===== src/rtl/mem_port_arbiter.sv =====
// Round-robin arbiter sharing one memory port between instruction fetch (port 0)
// and load/store (port 1); registers the winner's request and returns read data.
module mem_port_arbiter #(
  parameter int WIDTH = 32
) (
  input  logic             clk,
  input  logic             rst_n,
  input  logic             req0,
  input  logic             req1,
  input  logic [WIDTH-1:0] addr0,
  input  logic [WIDTH-1:0] addr1,
  input  logic [WIDTH-1:0] wdata0,
  input  logic [WIDTH-1:0] wdata1,
  input  logic             we0,
  input  logic             we1,
  output logic             done0,
  output logic             done1,
  output logic [WIDTH-1:0] rdata,
  output logic             sel,
  output logic             busy,
  output logic             mem_req,
  output logic [WIDTH-1:0] mem_addr,
  output logic [WIDTH-1:0] mem_wdata,
  output logic             mem_we,
  input  logic             mem_ack,
  input  logic [WIDTH-1:0] mem_rdata
);

  typedef enum logic [1:0] {IDLE, BUSY, RESP} state_t;

  state_t state, next_state;
  logic   last_grant;
  logic   winner;

  // On a tie the port that did not win last time goes next.
  always_comb begin
    winner = req1;
    if (req0 && req1) winner = ~last_grant;
  end

  always_ff @(posedge clk or negedge rst_n) begin
    if (!rst_n) state <= IDLE;
    else        state <= next_state;
  end

  always_comb begin
    next_state = state;
    case (state)
      IDLE:    if (req0 || req1) next_state = BUSY;
      BUSY:    if (mem_ack)      next_state = RESP;
      RESP:    next_state = IDLE;
      default: next_state = IDLE;
    endcase
  end

  always_ff @(posedge clk or negedge rst_n) begin
    if (!rst_n) begin
      sel        <= 1'b0;
      mem_req    <= 1'b0;
      mem_addr   <= '0;
      mem_wdata  <= '0;
      mem_we     <= 1'b0;
      done0      <= 1'b0;
      done1      <= 1'b0;
      rdata      <= '0;
      last_grant <= 1'b1;
    end else begin
      done0 <= 1'b0;
      done1 <= 1'b0;
      case (state)
        IDLE: begin
          if (req0 || req1) begin
            sel       <= winner;
            mem_addr  <= winner ? addr1  : addr0;
            mem_wdata <= winner ? wdata1 : wdata0;
            mem_we    <= winner ? we1    : we0;
            mem_req   <= 1'b1;
          end
        end
        BUSY: begin
          // Writes leave rdata holding the last read result.
          if (mem_ack) begin
            if (!mem_we) rdata <= mem_rdata;
            if (sel) done1 <= 1'b1;
            else     done0 <= 1'b1;
            mem_req    <= 1'b0;
            last_grant <= sel;
          end
        end
        default: ;
      endcase
    end
  end

  assign busy = (state != IDLE);

endmodule


===== config.mk =====
export PLATFORM = sky130hd
export DESIGN_NAME = mem_port_arbiter
export DESIGN_NICKNAME = d
export VERILOG_FILES = /design/src/rtl/mem_port_arbiter.sv
export SDC_FILE = /design/constraint.sdc
export NUM_CORES = 1
export LEC_CHECK = 0
export ABC_CLOCK_PERIOD_IN_PS = 1950
export BUFFER_PORTS_ARGS = -buffer_cell sky130_fd_sc_hd__buf_2
export CORE_UTILIZATION = 45
export CTS_BUF_LIST = sky130_fd_sc_hd__clkbuf_8
export DETAILED_ROUTE_END_ITERATION = 10
export GPL_TIMING_DRIVEN = 1
export HOLD_SLACK_MARGIN = 0.02
export PLACE_DENSITY_LB_ADDON = 0.2
export SYNTH_ARGS = -nofsm -noshare
export SYNTH_HDL_FRONTEND = slang
export SYNTH_SLANG_ARGS = --single-unit

===== constraint.sdc =====
create_clock -name clk -period 1.95 [get_ports clk]
set_clock_uncertainty 0.15 [all_clocks]
set_input_delay 0.195 -clock clk [delete_from_list [all_inputs] [get_ports clk]]
set_output_delay 0.195 -clock clk [all_outputs]
set_load 0.05 [all_outputs]

* Word level (Yosys, flattened, before mapping)
Index checks and enable logic that the tools add are counted.
** Word-level totals
- Bits in registers :: 104
- Bits of input ports :: 167
- Output and inout bits :: 102
- Logic and storage cells :: 41
** Cells by class
- Equal/unequal tests :: 3
- Mux-type cells :: 16
- Bitwise operators :: 2
- Reduce and logical (&&, ||, !) cells :: 10
** Operator list (count)
- 2-to-1 mux 32 bit :: 2
- 2-to-1 mux 1 bit :: 10
- AND reduction 2 bit :: 3
- AND reduction 3 bit :: 2
- 2-to-1 mux 2 bit :: 2
- != test 2 bit (second input constant) :: 2
- case mux 2 bit (2 select lines) :: 1
- nonzero test 2 bit :: 2
- == test 2 x 1 -> 1 bit (second input constant) :: 1
- zero test 2 bit :: 1
- inverter 1 bit :: 2
- case mux 1 bit (2 select lines) :: 1
- logical AND 1 bit :: 1
- logical OR 1 bit :: 1

* Depth between registers and ports, before layout
Gate-level depths: netlist of the first run.
- Depth after elaboration :: 3
- Gate-level depth with buffers :: 5
- Depth with buffers taken out :: 3

* Worst setup path after synthesis of the first run
No wires, ideal clock.
- Path kind :: register to register
- From :: register last_grant
- To :: register mem_addr[14]
- Setup time :: 0.125 ns
- Arrival time :: 1.479 ns
- Data required time :: 1.675 ns
- Setup slack :: 0.196 ns
- Cell stages (with the launch flop) :: 6
- Path buffers :: 2
- Period minus slack after synthesis :: 1.754 ns
- Path through :: dfstp_2 -> a21bo_2 -> buf_6 -> buf_6 -> mux2_1 -> mux2_2
** Between the ends
- Cells in the longest elaborated chain, start to end :: 3
** RTL lines
- start, declared :: line 32 : logic last_grant;
- start signal, assigned :: line 87 : last_grant <= sel;
- inverter 1 bit :: line 38 : if (req0 && req1) winner = ~last_grant;
- 2-to-1 mux 1 bit :: line 38
- 2-to-1 mux 32 bit :: line 74 : mem_addr <= winner ? addr1 : addr0;
- end signal, assigned :: line 74
- end, declared :: line 22 : output logic [WIDTH-1:0] mem_addr,
Every way passes these cells.
A chain may end at the register's enable or synchronous reset.

* Worst setup path in the final report of the first run
- From :: register last_grant
- To :: register mem_wdata[30]
** Between the ends
- Cells in the longest elaborated chain, start to end :: 3
** RTL lines
- inverter 1 bit :: line 38
- 2-to-1 mux 1 bit :: line 38
- 2-to-1 mux 32 bit :: line 75 : mem_wdata <= winner ? wdata1 : wdata0;
- end signal, assigned :: line 75
- end, declared :: line 23 : output logic [WIDTH-1:0] mem_wdata,
Every way passes these cells.

==> results of run 1 <==
metrics by stage:
step / hold slack, ns / std cells / instance area [um^2]
2_1_floorplan: -0.251 / 299 / 4630
3_3_place_gp: -0.149 / 692 / 6180
3_5_place_dp: -0.150 / 692 / 6180
4_1_cts: 0.0200 / 780 / 7100
5_1_grt: 0.0267 / 780 / 7100
6_report: 0.0401 / 780 / 7100
state kept, by name, summed over array words and instances (netlist names):
signal / flops
mem_addr: 32
mem_wdata: 32
rdata: 32
state: 2
done0: 1
done1: 1
last_grant: 1
mem_req: 1
mem_we: 1
sel: 1
final cells by class:
class	instances	area, um^2
Clock buffer	10	138
Clock inverter	6	53.8
Fill cell	693	2770
Inverter	3	11.3
Multi-Input combinational cell	175	1920
Sequential cell	104	2600
Tap cell	133	166
Timing Repair Buffer	349	2210
what timing repair did:
item | CTS | global route
hold buffers | 72 | 0
endpoints found under the setup margin | 0 | 0
endpoints found under the hold margin | 160 | 0
buffers inserted | 0 | 0
cell usage after synthesis:
cell / instances / area [um^2]
nor2_1: 4 / 15.0
buf_2: 10 / 50.1
nand3b_1: 1 / 7.51
inv_1: 3 / 11.3
nand2b_1: 1 / 6.26
buf_6: 5 / 56.3
a21o_1: 1 / 7.51
a21bo_2: 1 / 10.0
clkbuf_1: 2 / 7.51
mux2_1: 39 / 439
o2bb2ai_1: 1 / 8.76
o21ai_1: 1 / 5.00
mux2_2: 123 / 1390
nand2_1: 2 / 7.51
dfrtp_1: 103 / 2580
dfstp_2: 1 / 26.3
o21ai_0: 1 / 5.00
final timing paths:
| kind | slack (ns) | to | depth (start not counted) | from |
|---|---|---|---|---|
| max | 0.12 | mem_wdata[30]$_DFFE_PN0P_ | 4 | last_grant$_DFFE_PN1P_ |
| min | 0.04 | mem_wdata[12]$_DFFE_PN0P_ | 3 | wdata1[12] |
| max reg2reg | 0.12 | mem_wdata[30]$_DFFE_PN0P_ | 4 | last_grant$_DFFE_PN1P_ |
| min reg2reg | 0.34 | done0$_DFF_PN0_ | 1 | sel$_DFFE_PN0P_ |
| max in group asynchronous | 0.97 | mem_wdata[29]$_DFFE_PN0P_ | 3 | rst_n |
| min in group asynchronous | 0.26 | mem_wdata[15]$_DFFE_PN0P_ | 3 | rst_n |
per-layer routing:
layer	vias up	GRT usage, %	share of wire, %
met5	-	0	0
met3	20	7.46	8.6
met2	166	44.2	54
met4	0	10.6	2.1
met1	1810	24.3	36
li1	1743	-	-
logic make-up (layout without fill, tap and decap cells):
group / count (synthesis) / in the layout / share of synthesized area [%]
AOI/OAI and AO/OA: 5 / 5 / 0.784
buffers and inverters: 20 / 368 / 2.70
DFF: 104 / 104 / 56.3
muxes: 162 / 162 / 39.4
and+or+nand+nor: 8 / 8 / 0.785
worst min-delay path, cell delays in order:
cell and delay, ns:
buf_2 0.07, mux2_2 0.13, mux2_2 0.13
where the power goes:
part | internal (uW) | switching, uW | total (uW) | leakage, uW
Combinational | 2360 | 5310 | 7670 | 0.00214
Clock | 614 | 695 | 1310 | 0.000106
Sequential | 3260 | 539 | 3800 | 0.00123
==> impl_metrics.yaml, run 1 <==
die:
  fp.dieArea_um2: 10700
  boundaryPins: 269
  die_h_um: 103
  die_w_um: 103
  core_um2: 9860
  rows: 36
  initial_core_util_pct: 46.9
layout:
  final_cell_mix: "buf_2 (267), mux2_2 (123), dfrtp_1 (103)"
  nets: 809
  post-route-util_pct: 71.9
  layout_commonest_cell: "buf_2"
  area_delta_synth_final_pct: 53.4
  n_antenna_cell: 0
  drive_gt1_share_pct: 64.5
global_routing:
  track_usage_pct: 23.7
  antenna_found_initial: 0
  overflow: 0
  grt_pass1_wl_um: 18800
  grt_max_degree: 71
  grt_pass1_vias: 3902
clocking:
  cts_tree: "built"
  cts-htree-levels: 3
  clk_latency_ns: 0.35
  cts_max_path_buffers: 2
  cts_root_buffer: "clkbuf_8"
  clock_sinks: 104
  cts.reportedPaths.clkPinSlew_ns: 0.10
  cts_resized: 0
  cts_buffers: 9
timing:
  final-max-slew-violation-count: 0
  fin_crit_ns: 1.83
  slew_headroom_pct: 69.2
  setup_violations: 0
  worst_pin_slew_ns: 0.461
  fin_crit_sh_pct: 93.7
  fmax_ghz: 0.547
  setup_ws_ns: 0.122
  tns_ns: 0
  rsz0062_at_grt: "no"
  finalHoldViolCount: 0
pwr:
  p_per_area_nw_per_um2: 1800
  ir_drop_uv: 1390
  power_uw: 12800
  p_leak_uw: 0.00347
worst_setup_path:
  cpPeakStageDelay_ns: 0.55
  path_delay_family: "multiplexers"
  path_cells: "a21bo_4, buf_12, mux2_1, mux2_2"
  worstSetupEndpointType: "flip-flop"
  slowest_stage: "dfstp_2"
  critPathArrivalTime_ns: 1.91
  critPathLaunchType: "flip-flop"
  required_ns: 2.04
  critPathBufInv: 1
  worst-path-max-fanout: 35
  crit_type: "reg -> reg"
place:
  io_buffers: 268
  place_ws_ns: 0.132
  globalplace.congestion: 0.832
  dp_hpwl_um: 8480
synth:
  ys_ff_latch: 104
  syn_nets: 466
  syn_area_um2: 4630
  synthCells: 299
  synth_cell_types: 17
  yosys_warnings: 0
  seq_area_frac_synth_pct: 56.3
  avgSynthCellArea_um2: 15.5
drt:
  via_per_inst: 4.79
  ant_nets: 0
  routedWlPerCell_um: 16.4
  vias: 3739
  drtIter0Drc: 63
  drcViolationCount: 0
  first_pass_iters: 4
  wl_um: 12800
run_status:
  outcome: "finished clean"
run:
  max-cap-violations: 0
worst_hold_path:
  min_path_type: "in -> reg"
Note: power is estimated with default switching activity, not from simulation.
==> run 2: changes to the inputs <==
BUFFER_PORTS_ARGS = unset   (was -buffer_cell sky130_fd_sc_hd__buf_2)
CORE_AREA = 2 2 106 108   (was unset)
CORE_UTILIZATION = unset   (was 45)
DIE_AREA = 0 0 108 110   (was unset)
DONT_BUFFER_PORTS = 1   (was unset)
==> impl_metrics.yaml, run 2 <==
die:
  rows: 38
  die_w_um: 108
  initial_core_util_pct: 43.2
  die_h_um: 110
  boundaryPins: 269
place:
  io_buffers: 0
  place_ws_ns: 0.101
  globalplace.congestion: 0.705
  dp_hpwl_um: 6960
synth:
  synthCells: 299
  ys_ff_latch: 104
  synth_cell_types: 17
  seq_area_frac_synth_pct: 56.3
  avgSynthCellArea_um2: 15.5
  async_flop_share_pct: 100
  synth-edff-count: 0
  yosys_warnings: 0
  syn_area_um2: 4630
  yosys.area.top_type_share_pct: 55.7
  syn_nets: 466
  yosys-top-cells-area: "dfrtp_1 (56%), mux2_2 (30%), mux2_1 (9.5%)"
  yosysTopAreaCell: "dfrtp_1"
  synth.most_common_cell: "mux2_2"
  synthTopCellsByCount: "mux2_2 (123), dfrtp_1 (103), mux2_1 (39), buf_2 (10), buf_6 (5)"
  synth_flop_cell: "dfrtp_1"
clocking:
  cts_buffers: 9
  cts_root_buffer: "clkbuf_8"
  cts_max_path_buffers: 2
  cts-hold-fix-buffers: 101
  cts_resized: 0
  postCtsSetupBuffers: 0
  clock_sinks: 104
  cts-htree-levels: 3
run_status:
  stop_stage: "clock tree synthesis"
  outcome: "aborted with a tool error"
  toolErrorMsg: "[ERROR RSZ-0060] Max buffer count reached."
## run 2: logic make-up after synthesis
kind of cell / Yosys count / share of synthesized area [%]
multiplexers: 162 / 39.4
flip-flops: 104 / 56.3
buffers and inverters: 20 / 2.70
AND/OR/NAND/NOR: 8 / 0.785
AO/OA/AOI/OAI: 5 / 0.784
## run 2: per-stage QoR
stage	area (um^2)	hold WS, ns	cells	util [%]
2_1_floorplan	4630	-0.251	299	-
3_3_place_gp	4790	-0.248	429	44.8
3_5_place_dp	4790	-0.248	429	44.8
==> run 3: changes to the inputs <==
CORE_AREA = unset   (was 2 2 106 108)
CORE_UTILIZATION = 32   (was unset)
CTS_BUF_LIST = unset   (was sky130_fd_sc_hd__clkbuf_8)
DIE_AREA = unset   (was 0 0 108 110)
HOLD_SLACK_MARGIN = unset   (was 0.02)
PLACE_DENSITY_LB_ADDON = 0.15   (was 0.2)
==> impl_metrics.yaml, run 3 <==
synth:
  syn_nets: 466
  yosysTopAreaCell: "dfrtp_1"
  yosys_warnings: 0
  synth_flop_cell: "dfrtp_1"
  avgSynthCellArea_um2: 15.5
  yosys-top-cells-area: "dfrtp_1 (56%), mux2_2 (30%), mux2_1 (9.5%)"
  synthCells: 299
  synth-edff-count: 0
  async_flop_share_pct: 100
  seq_area_frac_synth_pct: 56.3
  synth.most_common_cell: "mux2_2"
  syn_area_um2: 4630
  yosys.area.top_type_share_pct: 55.7
  synthTopCellsByCount: "mux2_2 (123), dfrtp_1 (103), mux2_1 (39), buf_2 (10), buf_6 (5)"
  synth_cell_types: 17
  ys_ff_latch: 104
clocking:
  clock_sinks: 104
  cts-htree-levels: 3
  cts-hold-fix-buffers: 101
  cts_resized: 0
  cts_root_buffer: "clkbuf_16"
  cts_buffers: 9
  cts_max_path_buffers: 2
  postCtsSetupBuffers: 0
place:
  io_buffers: 0
  post_dp_cell_area_um2: 4860
  place_ws_ns: 0.121
  globalplace.congestion: 0.707
  dp_hpwl_um: 6720
run_status:
  outcome: "aborted with a tool error"
  stop_stage: "clock tree synthesis"
  toolErrorMsg: "[ERROR RSZ-0060] Max buffer count reached."
die:
  rows: 43
  die_h_um: 122
  boundaryPins: 269
  initial_core_util_pct: 33.1
  die_w_um: 122
run 3: metrics by stage:
| stage | cells | utilization (%) |
|---|---|---|
| detailed placement | 469 | 34.7 |
| global placement | 469 | 34.7 |
| floorplan | 299 | - |
run 3: logic make-up after synthesis:
| logic type | after synthesis | share of synthesized area [%] |
|---|---|---|
| mux | 162 | 39.4 |
| compound gates | 5 | 0.784 |
| buf+inv | 20 | 2.70 |
| simple gates | 8 | 0.785 |
| flops | 104 | 56.3 |
